[src/rtl/vga_pkg.sv]
// Shared 640x480@60 timing constants and receiver FSM encoding.
package vga_pkg;

    localparam int unsigned H_SYNC  = 96;
    localparam int unsigned H_BACK  = 40;
    localparam int unsigned H_LEFT  = 8;
    localparam int unsigned H_VALID = 640;
    localparam int unsigned H_RIGHT = 8;
    localparam int unsigned H_FRONT = 8;
    localparam int unsigned H_TOTAL = H_SYNC + H_BACK + H_LEFT + H_VALID + H_RIGHT + H_FRONT;

    localparam int unsigned V_SYNC   = 2;
    localparam int unsigned V_BACK   = 25;
    localparam int unsigned V_TOP    = 8;
    localparam int unsigned V_VALID  = 480;
    localparam int unsigned V_BOTTOM = 8;
    localparam int unsigned V_FRONT  = 2;
    localparam int unsigned V_TOTAL  = V_SYNC + V_BACK + V_TOP + V_VALID + V_BOTTOM + V_FRONT;

    localparam int unsigned H_ACT_START = H_SYNC + H_BACK + H_LEFT;
    localparam int unsigned H_ACT_END   = H_ACT_START + H_VALID - 1;
    localparam int unsigned V_ACT_START = V_SYNC + V_BACK + V_TOP;
    localparam int unsigned V_ACT_END   = V_ACT_START + V_VALID - 1;

    localparam int unsigned POS_W = 10;
    localparam logic [POS_W-1:0] POS_MAX    = '1;
    localparam logic [POS_W-1:0] POS_MAX_M1 = POS_MAX - 1'b1;

    typedef enum logic [1:0] {
        ST_IDLE   = 2'd0,
        ST_ALIGN  = 2'd1,
        ST_LOCKED = 2'd2
    } vga_state_t;

    // Increment that sticks at the all-ones value.
    function automatic logic [POS_W-1:0] sat_inc(input logic [POS_W-1:0] v);
        return (v == POS_MAX) ? v : v + 10'd1;
    endfunction

endpackage

[src/rtl/vga_edge_det.sv]
// Registers the sync inputs once and flags their rising edges.
module vga_edge_det (
    input  logic sys_clk,
    input  logic sys_rst_n,
    input  logic hsync,
    input  logic vsync,
    output logic hs_rise,
    output logic vs_rise
);

    logic hs_q, vs_q, hs_d, vs_d;

    // input capture plus one-sample history for edge detection
    always_ff @(posedge sys_clk or negedge sys_rst_n) begin
        if (!sys_rst_n) begin
            hs_q <= 1'b0;
            vs_q <= 1'b0;
            hs_d <= 1'b0;
            vs_d <= 1'b0;
        end else begin
            hs_q <= hsync;
            vs_q <= vsync;
            hs_d <= hs_q;
            vs_d <= vs_q;
        end
    end

    assign hs_rise = hs_q & ~hs_d;
    assign vs_rise = vs_q & ~vs_d;

endmodule

[src/rtl/vga_rx.sv]
// VGA receiver: tracks sync timing, locks after a clean frame, emits pixels.
module vga_rx
    import vga_pkg::*;
#(
    parameter int unsigned LINE_LEN  = H_TOTAL,
    parameter int unsigned FRAME_LEN = V_TOTAL,
    parameter int unsigned H_ACT_LO  = H_ACT_START,
    parameter int unsigned H_ACT_HI  = H_ACT_END,
    parameter int unsigned V_ACT_LO  = V_ACT_START,
    parameter int unsigned V_ACT_HI  = V_ACT_END
) (
    input  logic        sys_clk,
    input  logic        sys_rst_n,
    input  logic        hsync,
    input  logic        vsync,
    input  logic [15:0] rgb,
    output logic [9:0]  pix_x,
    output logic [9:0]  pix_y,
    output logic [15:0] pix_data,
    output logic        pix_valid,
    output logic        frame_start,
    output logic        locked,
    output logic        err
);

    localparam logic [POS_W-1:0] H_LAST = POS_W'(LINE_LEN - 1);
    localparam logic [POS_W-1:0] V_LAST = POS_W'(FRAME_LEN - 1);
    localparam logic [POS_W-1:0] H_LO   = POS_W'(H_ACT_LO);
    localparam logic [POS_W-1:0] H_HI   = POS_W'(H_ACT_HI);
    localparam logic [POS_W-1:0] V_LO   = POS_W'(V_ACT_LO);
    localparam logic [POS_W-1:0] V_HI   = POS_W'(V_ACT_HI);

    logic             hs_rise, vs_rise;
    logic [15:0]      rgb_q;
    logic [POS_W-1:0] h_pos, v_pos, h_cur, v_cur;
    logic             vs_pend;
    logic             viol, in_win, lock_nxt;
    logic             frame_ok, frame_ok_nxt;
    vga_state_t       state, state_nxt;

    vga_edge_det u_edge (
        .sys_clk   (sys_clk),
        .sys_rst_n (sys_rst_n),
        .hsync     (hsync),
        .vsync     (vsync),
        .hs_rise   (hs_rise),
        .vs_rise   (vs_rise)
    );

    // pixel capture aligned with the registered sync copies
    always_ff @(posedge sys_clk or negedge sys_rst_n) begin
        if (!sys_rst_n) rgb_q <= '0;
        else            rgb_q <= rgb;
    end

    // position of the sample now held in rgb_q; vsync zeroes the row at the next line start
    always_comb begin
        h_cur = hs_rise ? '0 : sat_inc(h_pos);
        v_cur = v_pos;
        if (hs_rise) v_cur = (vs_rise || vs_pend) ? '0 : sat_inc(v_pos);
    end

    // position counters and the vsync-seen-but-line-not-yet-started flag
    always_ff @(posedge sys_clk or negedge sys_rst_n) begin
        if (!sys_rst_n) begin
            h_pos   <= '0;
            v_pos   <= '0;
            vs_pend <= 1'b0;
        end else begin
            h_pos   <= h_cur;
            v_pos   <= v_cur;
            vs_pend <= hs_rise ? 1'b0 : (vs_pend | vs_rise);
        end
    end

    // timing checks against the previous sample's position, plus window decode
    always_comb begin
        viol = 1'b0;
        if (hs_rise && h_pos != H_LAST)       viol = 1'b1;
        if (vs_rise && v_pos != V_LAST)       viol = 1'b1;
        if (!hs_rise && h_pos == POS_MAX_M1)  viol = 1'b1;
        in_win = (h_cur >= H_LO) && (h_cur <= H_HI) && (v_cur >= V_LO) && (v_cur <= V_HI);
    end

    // FSM state and clean-frame flag registers
    always_ff @(posedge sys_clk or negedge sys_rst_n) begin
        if (!sys_rst_n) begin
            state    <= ST_IDLE;
            frame_ok <= 1'b0;
        end else begin
            state    <= state_nxt;
            frame_ok <= frame_ok_nxt;
        end
    end

    // FSM next state; a vsync always opens a fresh candidate frame
    always_comb begin
        state_nxt    = state;
        frame_ok_nxt = frame_ok;
        unique case (state)
            ST_IDLE: begin
                if (vs_rise) begin
                    state_nxt    = ST_ALIGN;
                    frame_ok_nxt = 1'b1;
                end
            end
            ST_ALIGN: begin
                if (viol) begin
                    frame_ok_nxt = vs_rise;
                end else if (vs_rise) begin
                    if (frame_ok) state_nxt = ST_LOCKED;
                    frame_ok_nxt = 1'b1;
                end
            end
            ST_LOCKED: begin
                if (viol) begin
                    state_nxt    = ST_ALIGN;
                    frame_ok_nxt = vs_rise;
                end
            end
            default: state_nxt = ST_IDLE;
        endcase
        lock_nxt = (state_nxt == ST_LOCKED);
    end

    // output registers, two samples behind the input pins
    always_ff @(posedge sys_clk or negedge sys_rst_n) begin
        if (!sys_rst_n) begin
            pix_x       <= '0;
            pix_y       <= '0;
            pix_data    <= '0;
            pix_valid   <= 1'b0;
            frame_start <= 1'b0;
            locked      <= 1'b0;
            err         <= 1'b0;
        end else begin
            pix_valid   <= lock_nxt && in_win;
            frame_start <= lock_nxt && in_win && (h_cur == H_LO) && (v_cur == V_LO);
            locked      <= lock_nxt;
            err         <= viol && (state != ST_IDLE);
            if (lock_nxt && in_win) begin
                pix_x    <= h_cur - H_LO;
                pix_y    <= v_cur - V_LO;
                pix_data <= rgb_q;
            end
        end
    end

endmodule

[config.mk]
export PLATFORM = sky130hd
export DESIGN_NAME = vga_rx
export DESIGN_NICKNAME = d
export VERILOG_FILES = /design/src/rtl/vga_pkg.sv /design/src/rtl/vga_edge_det.sv /design/src/rtl/vga_rx.sv
export SDC_FILE = /design/constraint.sdc
export NUM_CORES = 1
export LEC_CHECK = 0
export CELL_PAD_IN_SITES_DETAIL_PLACEMENT = 1
export CELL_PAD_IN_SITES_GLOBAL_PLACEMENT = 1
export CORE_MARGIN = 3
export CORE_UTILIZATION = 47
export DETAILED_ROUTE_END_ITERATION = 6
export PLACE_DENSITY = 0.82
export SKIP_CTS_REPAIR_TIMING = 1
export SLEW_MARGIN = 0
export SYNTH_ARGS = -nofsm -noshare
export SYNTH_HDL_FRONTEND = slang
export SYNTH_SLANG_ARGS = --single-unit
export TNS_END_PERCENT = 50
[constraint.sdc]
create_clock -name sys_clk -period 9.3 [get_ports sys_clk]
set_input_delay 1.395 -clock sys_clk [delete_from_list [all_inputs] [get_ports sys_clk]]
set_output_delay 1.395 -clock sys_clk [all_outputs]
set_load 0.03 [all_outputs]
==> results.py <==
metrics = {
    "logic_synthesis": {
        "synth_area_leaders": "dfrtp_1 51%, mux2_4 8.7%, ha_1 3.6%, a21oi_1 2.3%, nor2_1 2.0%",
        "synth_edf_count": 0,
        "synth_area_leader_cell": "dfrtp_1",
        "ys_ff_latch": 84,
        "avgSynthCellArea_um2": 11.8,
        "synth_top_area_frac": 0.506,
        "async_flop_share": 1.00,
        "syn-instance-count": 353,
        "netlist_area_um2": 4150,
        "synth_most_common_cell": "dfrtp_1",
        "yosys_warnings": 0,
        "yosysUniqueCellTypes": 67,
        "synth_common_cells": "84 x dfrtp_1, 24 x mux2_4, 22 x nor2_1, 19 x a21oi_1, 16 x inv_1",
        "synth_ff_type": "dfrtp_1",
        "synth-seq-area-share": 0.506,
        "synth_nets": 385,
    },
    "sta": {
        "slew_headroom": 0.257,
        "hold_viol_final": 0,
        "fin_crit_ps": 3850,
        "rsz0062_at_grt": "no",
        "slew_violations": 0,
        "finalClockSkew_ps": 11.7,
        "max_freq_mhz": 260,
        "tns_ps": 0,
        "setup_slack_ps": 5450,
        "final.period_utilization": 0.414,
        "tightest_slew_ps": 1100,
        "setup_violations": 0,
    },
    "worst_hold_path": {
        "hold_start": "u_edge.vs_q",
        "hold-path-endpoint": "u_edge.vs_d",
        "whs_path_depth": 0,
        "hold_class": "reg2reg",
    },
    "pwr": {
        "vdd_ir_drop_max_uv": 75.6,
        "finalPower_uw": 811,
        "p_per_area_nw_per_um2": 164,
        "p_leak_uw": 0.00219,
    },
    "global_routing": {
        "grt_max_degree": 85,
        "grt_pass1_wl_mm": 18.0,
        "grt_usage": 0.230,
        "antenna_found_initial": 0,
        "overflow": 0,
        "grt_pass1_vias": 3409,
    },
    "critical_path": {
        "cp_num_buf_inv": 2,
        "arrival_ps": 4090,
        "crit_type": "reg2reg",
        "critical_path_required_ps": 9540,
        "r2r_start": "v_pos[0]",
        "cp-end-kind": "flop",
        "ff2ff_path_depth": 12,
        "r2r_setup_slack_ps": 5450,
        "crit_top_cell": "ha_1",
        "path_cells": "ha_1 > and2_1 > nand3_1 > and3_1 > a22oi_1 > inv_1 > ha_1 > o41ai_2 > or3b_4 > nand3_4 > inv_6 > mux2_4",
        "cp_max_fo": 37,
        "start_kind": "flop",
        "slowest_stage": "o41ai_2",
        "slowest_delay_ps": 510,
        "r2r_end": "pix_y[6]",
        "crit_family": "simple AND/OR/NAND/NOR gates",
    },
    "routing": {
        "first_iter_violations": 137,
        "ant_nets": 0,
        "detail_route.vias_per_cell": 6.00,
        "vias": 3107,
        "drc": 0,
        "drt-total-wl_mm": 10.8,
        "drtPass1Iterations": 4,
        "post_drt_wl_per_cell_um": 20.9,
    },
    "clock_network": {
        "max-clock-path-buffers": 2,
        "path_clk_slew_ps": 90,
        "insertion_delay_ps": 360,
        "tritoncts.num_buffers": 9,
        "cts_root_buffer": "clkbuf_8",
        "cts_max_level": 3,
        "tritoncts": "done",
        "cts.sinks": 84,
    },
    "cells_and_area": {
        "utilization": 0.592,
        "layout-drive-gt1-share": 0.148,
        "final-seq-area_um2": 2100,
        "nets": 440,
        "diodes": 0,
        "nFillCells": 882,
        "multi_input_comb_area_um2": 1860,
        "syn_to_final_growth_pct": 19.4,
    },
    "place": {
        "port_buffers": 59,
        "hpwl_mm": 7.72,
        "dpl_worst_slack_ps": 5520,
        "gp_congestion": 0.856,
    },
    "floorplanning": {
        "initial_utilization": 0.496,
        "fp-row-count": 33,
        "die_area_um2": 10000,
        "die_y_um": 100,
        "num_io_pins": 60,
        "die_x_um": 100,
        "core_area_um2": 8380,
    },
    "status": {
        "outcome": "completed",
    },
    "job": {
        "drv_cap": 0,
    },
}
-- flip-flops by register name, indices dropped and copies added, names as in the netlist, 2 cells and up --
| name | cells |
|---|---|
| rgb_q | 16 |
| state | 2 |
| pix_x | 10 |
| pix_data | 16 |
| h_pos | 10 |
| pix_y | 10 |
| v_pos | 10 |
-- kinds of logic after synthesis --
| logic type | after synthesis | share of synthesized area |
|---|---|---|
| DFF | 84 | 0.506 |
| AOI/OAI and AO/OA | 80 | 0.144 |
| xor gates and xnor gates | 9 | 0.0190 |
| buffers and inverters | 33 | 0.0455 |
| and+or+nand+nor | 102 | 0.139 |
| adders and majority gates | 12 | 0.0361 |
| muxes | 33 | 0.111 |
-- cell type report --
class | instances | area share
clock buffer | 10 | 0.0257
clock inverter | 6 | 0.0146
inverter | 17 | 0.0139
multi-input combinational | 236 | 0.376
sequential | 84 | 0.424
tap | 105 | 0.0265
timing repair buffer | 60 | 0.120
-- where the power goes --
group	switching (uW)	internal [uW]	leakage, uW
Sequential	24.6	385	0.00111
Clock	141	127	0.0000971
Combinational	80.2	54.6	0.000985
Total	245	566	0.00219
-- worst max-delay path by stage --
stage,start,to,slack (ps),cells after the start
2_1_floorplan,u_edge.hs_d,pix_data[10],5970,13
3_3_place_gp,v_pos[1],pix_data[8],5720,12
3_5_place_dp,v_pos[1],pix_data[7],5520,12
4_1_cts,v_pos[0],pix_y[6],5470,12
5_1_grt,h_pos[1],pix_data[2],5220,9
6_report,v_pos[0],pix_y[6],5450,12
-- layout by cell type, fill, tap and decap left out, drive strengths merged, types with 9 or more instances in the layout --
cell type,n
o21ai,9
ha,12
clkdlybuf4s50,58
and3,11
nor2,22
nand3,13
clkbuf,10
inv,18
mux2,31
nand2,13
dfrtp,84
a31oi,13
a21oi,20
-- per-layer routing --
layer | vias to the layer above | wire length [um] | GRT usage
met3 | 21 | 352 | 0.0403
met5 | - | 0 | 0
met2 | 78 | 5620 | 0.397
li1 | 1415 | - | -
met1 | 1593 | 4610 | 0.294
met4 | 0 | 241 | 0.0756
-- worst register-to-register path: cells and delay by family, from the launching register on --
kind	cells	cell delay [ps]
AND/OR/NAND/NOR	5	1320
AO/OA/AOI/OAI	2	820
multiplexers	1	350
flip-flops	1	420
buffers and inverters	2	270
adder cells (fa/ha/maj)	2	530
-- stage by stage --
| step | std cells | area (um2) | hold WS [ps] |
|---|---|---|---|
| floorplan | 353 | 4150 | 368 |
| global placement | 502 | 4760 | 379 |
| detailed placement | 502 | 4760 | 383 |
| CTS | 518 | 4960 | 402 |
| global route | 518 | 4960 | 424 |
| finish | 518 | 4960 | 397 |
No activity file was read; power rests on OpenSTA's default activity.
